File: src/rtl/conv_stream_pkg.sv
// Shared types and default sizes for the conv x-stream transmit path.
package conv_stream_pkg;

    localparam int CONV_T       = 8;
    localparam int CONV_SIZE    = 8;
    localparam int CONV_LOGSIZE = 3;
    localparam int CONV_CNTW    = 8;

    typedef enum logic [1:0] {
        TX_IDLE,
        TX_FILL,
        TX_SEND,
        TX_FINISH
    } tx_state_t;

    typedef logic signed [CONV_T-1:0] sample_t;

endpackage

File: src/rtl/x_frame_buffer.sv
// One-frame sample store: host writes while idle, transmitter reads with 1-cycle latency.
module x_frame_buffer #(
    parameter int T       = 8,
    parameter int SIZE    = 8,
    parameter int LOGSIZE = 3
) (
    input  logic               clk,
    input  logic               wr_en,
    input  logic [LOGSIZE-1:0] wr_addr,
    input  logic [T-1:0]       wr_data,
    input  logic               rd_en,
    input  logic [LOGSIZE-1:0] rd_addr,
    output logic [T-1:0]       rd_data
);

    logic [T-1:0] mem [SIZE];

    always_ff @(posedge clk) begin
        if (wr_en) begin
            mem[wr_addr] <= wr_data;
        end
        if (rd_en) begin
            rd_data <= mem[rd_addr];
        end
    end

endmodule

File: src/rtl/conv_x_stream_tx.sv
// Replays a host-loaded frame num_frames times on a valid/ready master port.
// Valid/ready: a sample moves on a posedge with m_valid_x & m_ready_x; valid never waits on ready.
module conv_x_stream_tx
    import conv_stream_pkg::*;
#(
    parameter int T       = CONV_T,
    parameter int SIZE    = CONV_SIZE,
    parameter int LOGSIZE = CONV_LOGSIZE,
    parameter int CNTW    = CONV_CNTW
) (
    input  logic               clk,
    input  logic               reset,
    input  logic               wr_en,
    input  logic [LOGSIZE-1:0] wr_addr,
    input  logic [T-1:0]       wr_data,
    input  logic               start,
    input  logic [CNTW-1:0]    num_frames,
    output logic               busy,
    output logic               done,
    output logic [T-1:0]       m_data_out_x,
    output logic               m_valid_x,
    input  logic               m_ready_x,
    output tx_state_t          dbg_state
);

    localparam logic [LOGSIZE-1:0] PTR_LAST = LOGSIZE'(SIZE - 1);

    tx_state_t          state;
    logic               busy_q;
    logic               done_q;
    logic [CNTW-1:0]    nf_q;
    logic [CNTW-1:0]    frame_cnt;
    logic [LOGSIZE-1:0] rd_ptr;
    logic               reads_done;
    logic               inflight;

    logic [T-1:0]       fifo_q [2];
    logic               wr_idx;
    logic               rd_idx;
    logic [1:0]         count;

    logic [T-1:0]       rd_data;
    logic               pop;
    logic               push;
    logic [2:0]         occ_next;
    logic               rd_issue;
    logic               last_issue;
    logic               last_pop;

    x_frame_buffer #(
        .T       (T),
        .SIZE    (SIZE),
        .LOGSIZE (LOGSIZE)
    ) u_buf (
        .clk     (clk),
        .wr_en   (wr_en & ~busy_q),
        .wr_addr (wr_addr),
        .wr_data (wr_data),
        .rd_en   (rd_issue),
        .rd_addr (rd_ptr),
        .rd_data (rd_data)
    );

    assign pop  = (count != 2'd0) & m_ready_x;
    assign push = inflight;

    // Occupancy after this edge counting the read already in flight; a new read
    // is only launched if its data is certain to find a free slot.
    assign occ_next   = {1'b0, count} + {2'b00, inflight} - {2'b00, pop};
    assign rd_issue   = ((state == TX_FILL) || (state == TX_SEND)) && !reads_done
                        && (occ_next < 3'd2);
    assign last_issue = rd_issue && (rd_ptr == PTR_LAST)
                        && (frame_cnt == nf_q - CNTW'(1));
    assign last_pop   = pop && reads_done && !inflight && (count == 2'd1);

    always_ff @(posedge clk or posedge reset) begin
        if (reset) begin
            state      <= TX_IDLE;
            busy_q     <= 1'b0;
            done_q     <= 1'b0;
            nf_q       <= '0;
            frame_cnt  <= '0;
            rd_ptr     <= '0;
            reads_done <= 1'b0;
            inflight   <= 1'b0;
        end else begin
            done_q   <= 1'b0;
            inflight <= rd_issue;
            if (rd_issue) begin
                if (rd_ptr == PTR_LAST) begin
                    rd_ptr    <= '0;
                    frame_cnt <= frame_cnt + CNTW'(1);
                end else begin
                    rd_ptr <= rd_ptr + LOGSIZE'(1);
                end
                if (last_issue) begin
                    reads_done <= 1'b1;
                end
            end
            case (state)
                TX_IDLE, TX_FINISH: begin
                    if (start) begin
                        nf_q       <= num_frames;
                        frame_cnt  <= '0;
                        rd_ptr     <= '0;
                        reads_done <= 1'b0;
                        if (num_frames == '0) begin
                            state  <= TX_FINISH;
                            done_q <= 1'b1;
                        end else begin
                            state  <= TX_FILL;
                            busy_q <= 1'b1;
                        end
                    end else begin
                        state <= TX_IDLE;
                    end
                end
                TX_FILL: begin
                    state <= TX_SEND;
                end
                TX_SEND: begin
                    if (last_pop) begin
                        state  <= TX_FINISH;
                        busy_q <= 1'b0;
                        done_q <= 1'b1;
                    end
                end
                default: begin
                    state <= TX_IDLE;
                end
            endcase
        end
    end

    // Two-entry skid FIFO: RAM data lands here one cycle after its read.
    always_ff @(posedge clk or posedge reset) begin
        if (reset) begin
            fifo_q[0] <= '0;
            fifo_q[1] <= '0;
            wr_idx    <= 1'b0;
            rd_idx    <= 1'b0;
            count     <= 2'd0;
        end else begin
            if (push) begin
                fifo_q[wr_idx] <= rd_data;
                wr_idx         <= ~wr_idx;
            end
            if (pop) begin
                rd_idx <= ~rd_idx;
            end
            count <= count + {1'b0, push} - {1'b0, pop};
        end
    end

    assign m_valid_x    = (count != 2'd0);
    assign m_data_out_x = fifo_q[rd_idx];
    assign busy         = busy_q;
    assign done         = done_q;
    assign dbg_state    = state;

endmodule
File: config.mk
export PLATFORM = sky130hd
export DESIGN_NAME = conv_x_stream_tx
export DESIGN_NICKNAME = d
export VERILOG_FILES = /design/src/rtl/conv_stream_pkg.sv /design/src/rtl/x_frame_buffer.sv /design/src/rtl/conv_x_stream_tx.sv
export SDC_FILE = /design/constraint.sdc
export NUM_CORES = 1
export LEC_CHECK = 0
export BUFFER_PORTS_ARGS = -buffer_cell sky130_fd_sc_hd__buf_2
export CORE_ASPECT_RATIO = 1.5
export CORE_MARGIN = 2
export CORE_UTILIZATION = 54
export DETAILED_ROUTE_END_ITERATION = 8
export HOLD_SLACK_MARGIN = 0.05
export PLACE_DENSITY = 0.76
export SETUP_SLACK_MARGIN = 0.1
export SLEW_MARGIN = 20
export SYNTH_ARGS = -nofsm -noshare
export SYNTH_HDL_FRONTEND = slang
export SYNTH_SLANG_ARGS = --single-unit
File: constraint.sdc
create_clock -name clk -period 2.2 [get_ports clk]
set_input_delay 0 -clock clk [delete_from_list [all_inputs] [get_ports clk]]
set_output_delay 0 -clock clk [all_outputs]
set_load 0.005 [all_outputs]
**Yosys cells after proc, flatten, opt, wreduce, memory -nomap -nowiden**

Memories as Yosys holds them, arrays and structs flattened. A register that Yosys moved wholly into a read port is not among the register bits.
Cells that the tools add are included.
Widths: inputs -> output; s select.

- Flip-flop bits (word level): 45
- RAM bits: 64
- Input bits: 24
- Output and inout port bits: 13
- Word-level logic and storage cells: 91
- Memories: 1

Memories:

| name | words | bits a word | rd ports | clocked after memory_dff | write ports | RTL line | source |
|---|---|---|---|---|---|---|---|
| u_buf.mem | 8 | 8 | 1 | 1 | 1 | x_frame_buffer.sv:16 | `logic [T-1:0] mem [SIZE];` |

- $add $sub $neg: 7
- $lt $le $gt $ge: 4
- Equal/unequal tests: 9
- Muxes and demuxes: 32
- Bitwise operators: 7
- Reductions and logical operators: 18

Operator list:

| kind | number |
|---|---|
| $mux 8 | 8 |
| $bwmux 16 | 1 |
| $mux 1 | 12 |
| $mux 3 | 4 |
| $add 8x1->8 const B | 1 |
| $demux 8 s1 | 1 |
| $eq 8x8->1 | 1 |
| $logic_and 1x1->1 | 8 |
| $logic_not 8->1 | 1 |
| $sub 8x1->8 const B | 1 |
| $mux 2 | 3 |
| $ne 2x2->1 const B | 3 |
| $pmux 2 s3 | 1 |
| $eq 2x1->1 const B | 2 |
| $eq 2x2->1 const B | 2 |
| $ge 2x2->1 const B | 2 |
| $not 1->2 | 2 |
| $pmux 1 s2 | 2 |
| $reduce_and 4->1 | 1 |
| $reduce_bool 2->1 | 2 |
| $add 2x1->3 | 1 |
| $add 3x1->3 const B | 1 |
| $eq 3x3->1 const B | 1 |
| $lt 3x2->1 const B | 1 |
| other kinds (11) | 15 |

**Depth between registers and ports, before layout**

- Depth in word-level cells: 11
- Depth in mapped cells: 11
- Gate-level depth less buffers: 10

**Modules after synthesis**

A second synthesis with hierarchy kept.

- Cell total of the unflattened synthesis: 329
- Area total of the unflattened synthesis: 5,032.3 sq um

By module, submodules not included:

| module | instances | cells each | area each (sq um) | seq. area each (sq um) |
|---|---|---|---|---|
| x_frame_buffer | 1 | 114 | 2,771.4 | 2,162.1 |
| conv_x_stream_tx | 1 | 215 | 2,260.9 | 1,126.1 |

**Least setup slack after synthesis**

OpenSTA, ideal clock, no wires.

- Kind: register to register
- From: register count[1]
- To: register frame_cnt[6]
- Data arrival time: 2.258 ns
- Setup slack: -0.137 ns
- Cell stages (with the launch flop): 11
- Clock period less this slack: 2.337 ns
- Path through: dfrtp_1 > nand3_1 > o21ai_0 > ha_1 > fa_1 > nor3_2 > and3_1 > buf_6 > nand4_1 > or3_1 > a21oi_1

- Longest elaborated chain between the ends: 8
- Elaborated cells on any way between the ends: 9

RTL lines:

| what | RTL line | source |
|---|---|---|
| start, declared | conv_x_stream_tx.sv:40 | `logic [1:0] count;` |
| start signal, assigned | conv_x_stream_tx.sv:151 | `count <= count + {1'b0, push} - {1'b0, pop};` |
| parallel branches: the longest is 2 deep, another holds $add 2x1->3 | n/a |  |
| $sub 3x1->3 * | conv_x_stream_tx.sv:69 | `assign occ_next = {1'b0, count} + {2'b00, inflight} - {2'b00, pop};` |
| named net occ_next[1] | conv_x_stream_tx.sv:45 | `logic [2:0] occ_next;` |
| $lt 3x2->1 * | conv_x_stream_tx.sv:71 | `&& (occ_next < 3'd2);` |
| $logic_and 1x1->1 * | conv_x_stream_tx.sv:71 |  |
| $mux 8 * | conv_x_stream_tx.sv:89 | `if (rd_issue) begin` |
| $mux 8 | conv_x_stream_tx.sv:102 | `if (start) begin` |
| $mux 8 * | conv_x_stream_tx.sv:100 | `case (state)` |
| end signal, assigned | conv_x_stream_tx.sv:92 | `frame_cnt <= frame_cnt + CNTW'(1);` |
| end, declared | conv_x_stream_tx.sv:32 | `logic [CNTW-1:0] frame_cnt;` |

Mark *: on every way through the listed nets, which the timed path passes.
A chain may end at the register's enable or synchronous reset.

**Worst setup path after layout**

- From: register count[0]
- To: register frame_cnt[6]

Same word-level chain as after synthesis.

==> reports/qor.yml <==
status: "finished, violations left"
failed_checks: "negative setup slack"
die_h_microns: 121
grt_usage_pct: 21.8
synthArstFlopShare_pct: 38.5
num_vias: 3032
slew_violations: 0
drtIter0Drc: 174
ys_seq_elements: 117
max_freq_mhz: 433
final_area_sq_um: 6250
maxCapViolations: 0
powerDensity_nw_per_um2: 1280
final_cell_mix: "edfxtp_1 (72), dfrtp_1 (45), buf_2 (36)"
layout-area-overhead-vs-synth_pct: 26.0
cts.clk_slew.worst_paths_ns: 0.05
crit_type: "flop to flop"
finalCriticalPeriod_ns: 2.31
nets: 452
synth_fp_nets: 361
skew_ns: 0.00659
cts_tree: "yes"
vdd_drop_max_mv: 0.817
die_w_microns: 82.2
yosysSeqAreaShare_pct: 66.3
clock_sinks: 117
routed_wl_microns: 9780
hold_violations: 0
rsz0062_at_grt: "true"
drc: 0
core_sq_um: 8880
final_common_cell: "edfxtp_1"
drive_gt1_share_pct: 36.3
place_congestion: 0.808
setup_viol: 19
num_rows: 42
grt_pass1_vias: 3225
tightest_slew_ns: 0.498
synth-edff-count: 72
end_kind: "flop"
placed_cell_area_sq_um: 5400
io_pins: 37
antennaDiodeCount: 0
yosysWarnings: 0
totalPowerFinal_uw: 7990
grt_max_degree: 21
firstDrtPassIters: 4
htree_levels: 4
post-route-period-util_pct: 105
antenna_found_initial: 0
numPortBuffers: 36
hold_slack_ns: 0.0648
clock_path_buffers: 2
relSlewSlack_pct: 66.6
cts_root_buf: "clkbuf_16"
hold_path_class: "primary input to asynchronous set/reset pin"
timing.final.ws_setup_ns: -0.112
insertion_delay_ns: 0.41
wire_per_inst_microns: 18.0
critPathRequiredTime_ns: 2.54
synthesis.instances: 329
worstPathMaxFanout: 3
cp.arrival_ns: 2.65
yosysUniqueCellTypes: 36
dp_hpwl_microns: 6260
critPathLaunchType: "flop"
synth_ff_type: "edfxtp_1"
cts_inserted_buffers: 17
via_per_inst: 5.58
final_antenna_net_count: 0
initial_core_util_pct: 55.8
die_area_sq_um: 9980
fill_cells: 563
fin_util_pct: 70.4
syn_area_sq_um: 4960
p_leak_uw: 0.00249
grt_pass1_wl_microns: 15600
avgSynthCellArea_sq_um: 15.1
gr-total-overflow: 0
## power by group
| part | internal [uW] | switching [uW] |
|---|---|---|
| Sequential | 2850 | 319 |
| Combinational | 1290 | 1090 |
| Clock | 1450 | 992 |
## registers in the layout, summed over array words and instances, names as in the netlist, 2 cells and up
| name | cells |
|---|---|
| count | 2 |
| u_buf.rd_data | 8 |
| nf_q | 8 |
| dbg_state | 2 |
| fifo_q | 16 |
| u_buf.mem | 64 |
| frame_cnt | 8 |
| rd_ptr | 3 |
## final timing paths
| kind | startpoint | slack, ns | cells past startpoint | endpoint |
|---|---|---|---|---|
| setup reg to reg | count[0] | -0.11 | 10 | frame_cnt[6] |
| hold reg to reg | wr_idx | 0.49 | 1 | wr_idx |
| hold / removal | reset | 0.06 | 3 | fifo_q[0] |
| min in group clk | m_ready_x | 0.07 | 3 | count[0] |
| max in group asynchronous | reset | 1.56 | 4 | nf_q[6] |
| setup / recovery | count[0] | -0.11 | 10 | frame_cnt[6] |
## kinds of logic after synthesis
logic type	after synthesis	synth area share, %
flops	117	66.3
simple gates	91	8.61
xor+xnor	15	2.65
fa+ha+maj	8	2.17
buf+inv	22	1.89
compound gates	23	2.80
mux	53	15.6
## layout make-up
| class | instances | area, sq um | area share, % |
|---|---|---|---|
| Clock buffer | 18 | 429 | 6.87 |
| Clock inverter | 14 | 105 | 1.68 |
| Inverter | 9 | 33.8 | 0.541 |
| Multi-Input combinational cell | 190 | 1620 | 26.0 |
| Sequential cell | 117 | 3290 | 52.6 |
| Tap cell | 110 | 138 | 2.20 |
| Timing Repair Buffer | 85 | 632 | 10.1 |
## synthesized netlist by cell type, types with 4 or more instances
| cell | count | area [sq um] |
|---|---|---|
| ha_1 | 7 | 87.6 |
| clkbuf_1 | 9 | 33.8 |
| mux2i_1 | 4 | 40.0 |
| mux2_2 | 33 | 372 |
| o21ai_0 | 9 | 45.0 |
| nor3_1 | 6 | 30.0 |
| xor2_1 | 7 | 61.3 |
| nor2_1 | 21 | 78.8 |
| inv_1 | 9 | 33.8 |
| dfrtp_1 | 45 | 1130 |
| nand2_1 | 36 | 135 |
| nand2b_1 | 6 | 37.5 |
| xnor2_1 | 8 | 70.1 |
| a21oi_1 | 6 | 30.0 |
| mux4_2 | 16 | 360 |
| edfxtp_1 | 72 | 2160 |
## metal layers
layer | GRT usage, % | share of wire (%) | vias to the layer above | wire (microns)
li1 | - | - | 1400 | -
met1 | 23.8 | 37 | 1551 | 3650
met2 | 38.1 | 58 | 65 | 5640
met3 | 6.77 | 3.4 | 16 | 334
met4 | 9.27 | 1.6 | 0 | 158
met5 | 0 | 0 | - | 0
## critical path, cell delays in order, from the launching register on
cell	delay, ns
dfrtp_1	0.39
inv_2	0.09
nand3_2	0.09
o21ai_2	0.07
ha_2	0.20
fa_1	0.44
nor3_2	0.16
and3_4	0.22
nand4_1	0.10
or3_1	0.32
a21oi_1	0.15
## timing repair
item / CTS / global route
resized for setup: 9 / 2
endpoints found under the setup margin: 20 / 20
buffers inserted: 3 / 2
pin swaps: 7 / 5
endpoints found under the hold margin: 122 / 0
hold buffers: 22 / 0
## through the flow
step / TNS, ns / setup WS (ns) / std cells
after global routing: -2.52 / -0.215 / 543
final: -1.00 / -0.112 / 543
after detailed placement: -0.708 / -0.175 / 484
after global placement: -0.0132 / -0.00904 / 484
after CTS: -0.192 / -0.0821 / 541
after floorplan: -0.138 / -0.0690 / 329
Note: power is estimated with default switching activity, not from simulation.
